File: config.mk
export PLATFORM = sky130hd
export DESIGN_NAME = prog_sequencer
export DESIGN_NICKNAME = d
export VERILOG_FILES = /design/src/rtl/sequencer_pkg.sv /design/src/rtl/jump_lut.sv /design/src/rtl/prog_sequencer.sv
export SDC_FILE = /design/constraint.sdc
export NUM_CORES = 1
export LEC_CHECK = 0
export BUFFER_PORTS_ARGS = -buffer_cell sky130_fd_sc_hd__buf_4
export CAP_MARGIN = 25
export CELL_PAD_IN_SITES_DETAIL_PLACEMENT = 2
export CELL_PAD_IN_SITES_GLOBAL_PLACEMENT = 2
export CORE_ASPECT_RATIO = 1.1
export CORE_MARGIN = 2
export CORE_UTILIZATION = 44
export DETAILED_ROUTE_END_ITERATION = 12
export PLACE_DENSITY = 0.89
export SYNTH_ARGS = -nofsm -noshare
export SYNTH_HDL_FRONTEND = slang
export SYNTH_SLANG_ARGS = --single-unit
File: constraint.sdc
create_clock -name clk -period 4.8 [get_ports clk]
set_clock_uncertainty 0.1 [all_clocks]
set_input_delay 0.48 -clock clk [delete_from_list [all_inputs] [get_ports clk]]
set_output_delay 0.48 -clock clk [all_outputs]
set_load 0.01 [all_outputs]
File: src/rtl/sequencer_pkg.sv
// ---------------------------------------------------------------------------
// sequencer_pkg
// Shared types and default sizing for the program sequencer and its jump
// table.
//   seq_state_t : sequencer FSM state (IDLE / RUN / DONE)
//   DEF_*       : default parameter values for D, LW, NPROG, CW
// ---------------------------------------------------------------------------
package sequencer_pkg;

  typedef enum logic [1:0] {
    IDLE = 2'd0,
    RUN  = 2'd1,
    DONE = 2'd2
  } seq_state_t;

  localparam int DEF_D     = 12;
  localparam int DEF_LW    = 3;
  localparam int DEF_NPROG = 3;
  localparam int DEF_CW    = 16;

endpackage

File: src/rtl/jump_lut.sv
// ---------------------------------------------------------------------------
// jump_lut
// 2^LW x D jump-target table. It has one synchronous write port and two
// combinational read ports. An asynchronous active-low reset clears every
// entry to zero. A read of the entry being written in the same cycle returns
// the old contents.
// Ports:
//   clk     : clock, rising edge
//   reset   : asynchronous active-low clear
//   we      : write enable
//   waddr   : write index
//   wdata   : write data
//   ridx_a  : read index A (jump index)
//   rdata_a : read data A
//   ridx_b  : read index B (program entry select)
//   rdata_b : read data B
// ---------------------------------------------------------------------------
module jump_lut #(
  parameter int D  = 12,
  parameter int LW = 3
) (
  input  logic          clk,
  input  logic          reset,
  input  logic          we,
  input  logic [LW-1:0] waddr,
  input  logic [D-1:0]  wdata,
  input  logic [LW-1:0] ridx_a,
  output logic [D-1:0]  rdata_a,
  input  logic [LW-1:0] ridx_b,
  output logic [D-1:0]  rdata_b
);

  localparam int NE = 2 ** LW;

  logic [D-1:0] tbl [NE];

  always_ff @(posedge clk or negedge reset) begin
    if (!reset) begin
      for (int i = 0; i < NE; i++) tbl[i] <= '0;
    end else if (we) begin
      tbl[waddr] <= wdata;
    end
  end

  assign rdata_a = tbl[ridx_a];
  assign rdata_b = tbl[ridx_b];

endmodule

File: src/rtl/prog_sequencer.sv
// ---------------------------------------------------------------------------
// prog_sequencer
// Program sequencer for the 9-bit-ISA processor. It drives the instruction
// ROM address from a PC register.
//   - A req/done handshake starts a run at a table-selected entry point.
//   - Absolute and relative jumps resolve through a writable target table.
//   - Stall and halt are handled in the RUN state.
//   - A saturating counter tracks the cycles spent in RUN.
// Ports:
//   clk        : clock, rising edge
//   reset      : asynchronous active-low reset
//   req        : start request (sampled in IDLE/DONE)
//   prog_sel   : program entry select (out of range selects entry 0)
//   stall      : freeze sequencing this cycle
//   halt       : halt instruction at current prog_ctr
//   absjump_en : jump to table[lut_idx]
//   reljump_en : jump by signed table[lut_idx]
//   lut_idx    : jump-table read index
//   lut_we     : jump-table write enable
//   lut_waddr  : jump-table write index
//   lut_wdata  : jump-table write data
//   prog_ctr   : instruction address
//   running    : high in RUN
//   done       : high in DONE
//   cyc_cnt    : RUN cycles of the current or last run
// ---------------------------------------------------------------------------
module prog_sequencer
  import sequencer_pkg::*;
#(
  parameter int D     = DEF_D,
  parameter int LW    = DEF_LW,
  parameter int NPROG = DEF_NPROG,
  parameter int CW    = DEF_CW
) (
  input  logic                                        clk,
  input  logic                                        reset,
  input  logic                                        req,
  input  logic [((NPROG > 1) ? $clog2(NPROG) : 1)-1:0] prog_sel,
  input  logic                                        stall,
  input  logic                                        halt,
  input  logic                                        absjump_en,
  input  logic                                        reljump_en,
  input  logic [LW-1:0]                               lut_idx,
  input  logic                                        lut_we,
  input  logic [LW-1:0]                               lut_waddr,
  input  logic [D-1:0]                                lut_wdata,
  output logic [D-1:0]                                prog_ctr,
  output logic                                        running,
  output logic                                        done,
  output logic [CW-1:0]                               cyc_cnt
);

  function automatic logic [CW-1:0] sat_inc_cnt(input logic [CW-1:0] v);
    return (&v) ? v : v + CW'(1);
  endfunction

  seq_state_t state_q, state_nxt;

  logic [D-1:0]  pc_q, pc_nxt;
  logic [CW-1:0] cnt_q, cnt_nxt;
  logic [LW-1:0] sel_idx;
  logic [D-1:0]  jmp_tgt;
  logic [D-1:0]  entry_pc;

  logic signed [D-1:0] pc_s;
  logic signed [D-1:0] off_s;
  logic signed [D-1:0] rel_sum_s;

  // Out-of-range program selects fall back to entry 0.
  always_comb begin
    sel_idx = '0;
    if (int'(prog_sel) < NPROG) sel_idx = LW'(prog_sel);
  end

  jump_lut #(
    .D  (D),
    .LW (LW)
  ) u_lut (
    .clk     (clk),
    .reset   (reset),
    .we      (lut_we),
    .waddr   (lut_waddr),
    .wdata   (lut_wdata),
    .ridx_a  (lut_idx),
    .rdata_a (jmp_tgt),
    .ridx_b  (sel_idx),
    .rdata_b (entry_pc)
  );

  assign pc_s      = signed'(pc_q);
  assign off_s     = signed'(jmp_tgt);
  assign rel_sum_s = pc_s + off_s;

  // FSM state register
  always_ff @(posedge clk or negedge reset) begin
    if (!reset) state_q <= IDLE;
    else        state_q <= state_nxt;
  end

  // FSM next-state logic
  always_comb begin
    state_nxt = state_q;
    case (state_q)
      IDLE, DONE: if (req) state_nxt = RUN;
      RUN:        if (!stall && halt) state_nxt = DONE;
      default:    state_nxt = IDLE;
    endcase
  end

  // FSM outputs: plain decodes of the state register
  always_comb begin
    running = (state_q == RUN);
    done    = (state_q == DONE);
  end

  // Next-PC and cycle-counter selection
  always_comb begin
    pc_nxt  = pc_q;
    cnt_nxt = cnt_q;
    case (state_q)
      IDLE, DONE: begin
        if (req) begin
          pc_nxt  = entry_pc;
          cnt_nxt = '0;
        end
      end
      RUN: begin
        cnt_nxt = sat_inc_cnt(cnt_q);
        if (stall || halt) pc_nxt = pc_q;
        else if (absjump_en) pc_nxt = jmp_tgt;
        else if (reljump_en) pc_nxt = unsigned'(rel_sum_s);
        else                 pc_nxt = pc_q + D'(1);
      end
      default: begin
        pc_nxt  = pc_q;
        cnt_nxt = cnt_q;
      end
    endcase
  end

  // PC and counter registers
  always_ff @(posedge clk or negedge reset) begin
    if (!reset) begin
      pc_q  <= '0;
      cnt_q <= '0;
    end else begin
      pc_q  <= pc_nxt;
      cnt_q <= cnt_nxt;
    end
  end

  assign prog_ctr = pc_q;
  assign cyc_cnt  = cnt_q;

endmodule

* Word level (Yosys, flattened, before mapping)
Index checks and enable logic that the tools add are counted.
** Word-level totals
- Flip-flop bits (word level) :: 126
- Bits of input ports :: 28
- Output and inout bits :: 30
- Word-level logic and storage cells :: 60
** Cells by class
- Add/sub/neg operators :: 3
- Order comparisons :: 5
- Eq/ne operators :: 6
- Muxes and demuxes :: 21
- Bitwise gates (word level) :: 3
- Reduce and logical (&&, ||, !) cells :: 11
** Operators with widths (number)
- $mux W12 :: 9
- $bwmux W96 :: 1
- $bmux W12 S3 :: 2
- $demux W12 S3 :: 1
- $mux W16 :: 2
- $pmux W16 S2 :: 1
- $pmux W12 S2 :: 1
- $add A16 B1 Y16 const B :: 1
- $reduce_and A16 Y1 :: 1
- $add A12 B1 Y12 const B :: 1
- $add A12 B12 Y12 :: 1
- $ge A4 B4 Y1 const B :: 3
- $not A3 Y4 :: 2
- $mux W2 :: 3
- $ne A2 B2 Y1 const B :: 3
- $reduce_and A3 Y1 :: 2
- $lt A4 B1 Y1 const B :: 1
- $not A2 Y4 :: 1
- $pmux W2 S2 :: 1
- $eq A2 B1 Y1 const B :: 1
- $eq A2 B2 Y1 const B :: 1
- $logic_and A1 B1 Y1 :: 2
- $logic_not A2 Y1 :: 1
- $lt A2 B2 Y1 const B :: 1
- other kinds (6) :: 6

* Longest topological paths before layout
- Word-level depth :: 9
- Gate-level depth with buffers :: 13
- Gate-level depth less buffers :: 11

* Modules after synthesis
A second synthesis with hierarchy kept.
** Second synthesis, totals
- Cells, all modules :: 607
- Area, all modules :: 7732.4 um^2
** Modules (own cells, without submodules)
- jump_lut :: times used 1, cells each 294, area each 5220.0 um^2
- prog_sequencer :: times used 1, cells each 313, area each 2512.4 um^2

* Least setup slack after synthesis
Ideal clock, no wire load.
- Path type :: in2reg
- From :: input lut_idx[0]
- To :: register pc_q[7] (netlist: prog_ctr[7])
- Library setup time :: 78 ps
- Arrival time :: 3183 ps
- Required time :: 4622 ps
- Path slack :: 1440 ps
- Stages :: 11
- Path buffers :: 2
- Cells stage by stage :: buf_6 -> buf_6 -> mux4_2 -> mux2_2 -> ha_1 -> a211oi_4 -> o21bai_2 -> a2111o_1 -> o311a_1 -> or3_1 -> a21oi_1
** Between the ends
- Cells in the longest elaborated chain, start to end :: 9
** Ends and longest elaborated chain
- start, declared :: line prog_sequencer.sv:43 : input logic [LW-1:0] lut_idx,
- $not A3 Y4 (implied by the code) (*) :: line jump_lut.sv:45 : assign rdata_a = tbl[ridx_a];
- $bmux W12 S3 (*) :: line jump_lut.sv:45
- $mux W12 (implied by the code) (*) (2 in series) :: line jump_lut.sv:45
- $add A12 B12 Y12 :: line prog_sequencer.sv:92 : assign rel_sum_s = pc_s + off_s;
- $mux W12 :: line prog_sequencer.sv:131 : else if (reljump_en) pc_nxt = unsigned'(rel_sum_s);
- $mux W12 (*) :: line prog_sequencer.sv:130 : else if (absjump_en) pc_nxt = jmp_tgt;
- $mux W12 (*) :: line prog_sequencer.sv:129 : if (stall || halt) pc_nxt = pc_q;
- $pmux W12 S2 (*) :: line prog_sequencer.sv:120 : case (state_q)
- end signal, assigned :: line prog_sequencer.sv:147 : pc_q <= pc_nxt;
- end, declared :: line prog_sequencer.sv:59 : logic [D-1:0] pc_q, pc_nxt;
Every way passes the cells marked *; elsewhere a longest branch is shown, timed or not. The select of a mux whose other input is x is not followed.
A chain may end at the register's enable or synchronous reset.

* Worst setup path in the final report
- From :: input lut_idx[0]
- To :: register pc_q[10] (netlist: prog_ctr[10])
Same word-level chain as after synthesis.

==> impl_metrics.json <==
{
  "setup.worst_path.start": "lut_idx[0]",
  "syn_inst": 579,
  "worstReg2RegStart": "u_lut.tbl[84]",
  "cts-root-buf": "clkbuf_16",
  "wl_per_cell_um": 30.31,
  "antenna_found_initial": 0,
  "fmax_mhz": 289.4,
  "slew_headroom_pct": 32.23,
  "cts_max_level": 4,
  "via_count": 5464,
  "synth-edff-count": 0,
  "antenna_left": 0,
  "wl_mm": 25.79,
  "peakVddDrop_mv": 0.2556,
  "cts_tree": "built",
  "hp-start": "lut_wdata[11]",
  "placed_cells": 817,
  "diodes": 0,
  "io_buffers": 57,
  "fin_nets": 680,
  "initial_utilization_pct": 44.64,
  "clkTransAtPathRegs_ps": 60,
  "cts_inserted_buffers": 17,
  "reg2reg_slack_ps": 1450,
  "cp.arrival_ps": 3690,
  "worstHoldPathType": "input port to register",
  "period_share_pct": 71.98,
  "r2r-end": "prog_ctr[10]",
  "globalplace.congestion": 0.8476,
  "setup.worst_path.end_class": "register",
  "synth_top_family_by_area": "multiplexers",
  "drv_slew": 0,
  "drtPass1Iterations": 4,
  "finalHoldViolations": 0,
  "muxShareOfSynthArea_pct": 26.03,
  "worstPathRequired_ps": 5030,
  "synthFlopType": "dfrtp_1",
  "grt_pass1_vias": 6256,
  "grt_max_degree": 70,
  "holdWs_ps": 247.8,
  "drt_iter0_markers": 377,
  "synth_compound_area_share_pct": 9.908,
  "dieArea_mm2": 0.01687,
  "yosysTopAreaCellShare_pct": 45.23,
  "ys_async_sr_fraction_pct": 100.0,
  "drv_cap": 0,
  "core_area_mm2": 0.01562,
  "cp_max_fo": 19,
  "grt-ovfl-total": 0,
  "syn_area_per_cell_um2": 12.04,
  "row_count": 48,
  "rsz0062_at_grt": "no",
  "post-route-min-period_ps": 3455,
  "cts_sinks": 126,
  "r2r_cells": 11,
  "cp_slowest_cell": "mux4_2",
  "fin_setup_tns_ps": 0,
  "tightest_slew_ps": 1011,
  "ys_seq_area_share_pct": 45.23,
  "p_per_area_mw_per_mm2": 557.6,
  "synth-warning-count": 0,
  "synth_top_cell_by_area": "dfrtp_1",
  "syn_area_mm2": 0.006970,
  "synth_cell_types": 69,
  "worstSetupPathType": "input port to register",
  "power_w": 0.004557,
  "synth_common_cells": "126 x dfrtp_1, 107 x mux2_2, 48 x nor2_1, 25 x nand2_1, 24 x o21ai_0",
  "leakagePower_nw": 3.469,
  "worstPathCellList": "buf_4, mux4_2, mux2_2, ha_1, inv_1, fa_1, nor2b_1, o31ai_1, a21oi_1, o21ai_0, a2111oi_0, nor3_1",
  "cts_buffer_depth": 2,
  "finish.utilization_pct": 52.33,
  "whs_endpoint": "u_lut.tbl[83]",
  "ios": 58,
  "synth_area_leaders": "dfrtp_1 45%, mux2_2 17%, mux4_2 4.8%",
  "synthAdderAreaFrac_pct": 2.621,
  "synth.most_common_cell": "dfrtp_1",
  "synth-xor-area-share_pct": 3.393,
  "insertion_delay_ps": 430,
  "postCtsResizedCells": 0,
  "die_x_um": 124.0,
  "crit_path_max_incr_delay_ps": 570,
  "post-dp-hpwl_mm": 16.01,
  "synth-seq-cells": 126,
  "status": "finished, final reports clean",
  "synthSimpleGateAreaFrac_pct": 9.873,
  "routed_via_density": 6.421,
  "syn_to_final_growth_pct": 17.23,
  "grt_pass1_wl_mm": 39.65,
  "die_h_um": 136.0,
  "gr-usage-all-layers_pct": 32.95,
  "whs_path_depth": 2,
  "drive_gt1_share_pct": 35.94,
  "setup-violations-final": 0,
  "layout.cells.non_filler": 851,
  "drc": 0,
  "syn-num-nets": 621,
  "start_kind": "input port"
}
==> cells by family after synthesis <==
group	count (synthesis)
XOR/XNOR	27
AND/OR/NAND/NOR	137
multiplexers	134
buffers and inverters	39
AO/OA/AOI/OAI	102
flip-flops	126
adder cells (fa/ha/maj)	14
==> per-stage QoR <==
step | setup slack, ps | area, µm²
after floorplan | 1440 | 6970
after global placement | 1246 | 7561
after detailed placement | 1069 | 7572
after CTS | 1385 | 8160
after global routing | 1214 | 8172
final | 1345 | 8172
==> placed cells by master, fill, tap and decap left out, types with 4 or more instances in the layout <==
cell	Yosys	routed
a211oi_1	8	8
a21oi_1	22	22
a31oi_1	4	4
buf_4	1	64
clkbuf_16	0	17
clkinv_2	0	4
dfrtp_1	126	126
ha_1	13	13
inv_1	10	10
mux2_2	107	107
mux4_1	9	9
mux4_2	15	15
nand2_1	25	25
nand2b_1	5	5
nand3_1	13	13
nand4_1	6	6
nor2_1	48	48
nor2b_1	5	5
nor3_1	14	12
o21ai_0	24	24
o22ai_1	11	11
or3_1	4	4
xnor2_1	13	13
xor2_1	14	14
==> critical path, delay by kind of cell <==
kind | cells | cell delay, ps
buf+inv | 2 | 480
compound gates | 4 | 1030
simple gates | 2 | 330
mux | 2 | 880
fa+ha+maj | 2 | 470
==> layer usage <==
| layer | routed length, µm | GRT usage, % | vias up |
|---|---|---|---|
| met5 | 0 | 0 | - |
| met4 | 702 | 13.61 | 0 |
| met3 | 1241 | 6.166 | 55 |
| met2 | 13470 | 56.29 | 211 |
| met1 | 10380 | 40.87 | 2906 |
| li1 | - | - | 2292 |
==> sequential cells by signal, summed over array words and instances (netlist names) <==
name,flops
cyc_cnt,16
u_lut.tbl,96
state_q,2
prog_ctr,12
==> layout make-up <==
class / instances / area (µm²)
Tap cell: 200 / 250.2
Inverter: 12 / 45.04
Clock inverter: 10 / 113.9
Multi-Input combinational cell: 414 / 3632
Clock buffer: 22 / 464.2
Timing Repair Buffer: 67 / 513.0
Sequential cell: 126 / 3153
Fill cell: 1548 / 7443
==> repair_timing <==
item | CTS | global route
hold buffers | 1 | 0
endpoints found under the setup margin | 0 | 0
endpoints found under the hold margin | 18 | 0
buffers inserted | 0 | 0
==> report_power, final <==
part	total [W]	switching (W)	internal, W
sequential	0.00162	0.000303	0.00131
combinational	0.00164	0.000922	0.000720
clock	0.00130	0.000508	0.000790
==> worst max-delay path by stage <==
stage | end | slack [ps] | cells after the start
after floorplan | prog_ctr[7] | 1440 | 11
after global placement | prog_ctr[7] | 1250 | 10
after detailed placement | prog_ctr[6] | 1070 | 12
after CTS | prog_ctr[10] | 1390 | 12
after global routing | prog_ctr[6] | 1210 | 12
final | prog_ctr[10] | 1350 | 12
No activity file was read; power rests on OpenSTA's default activity.
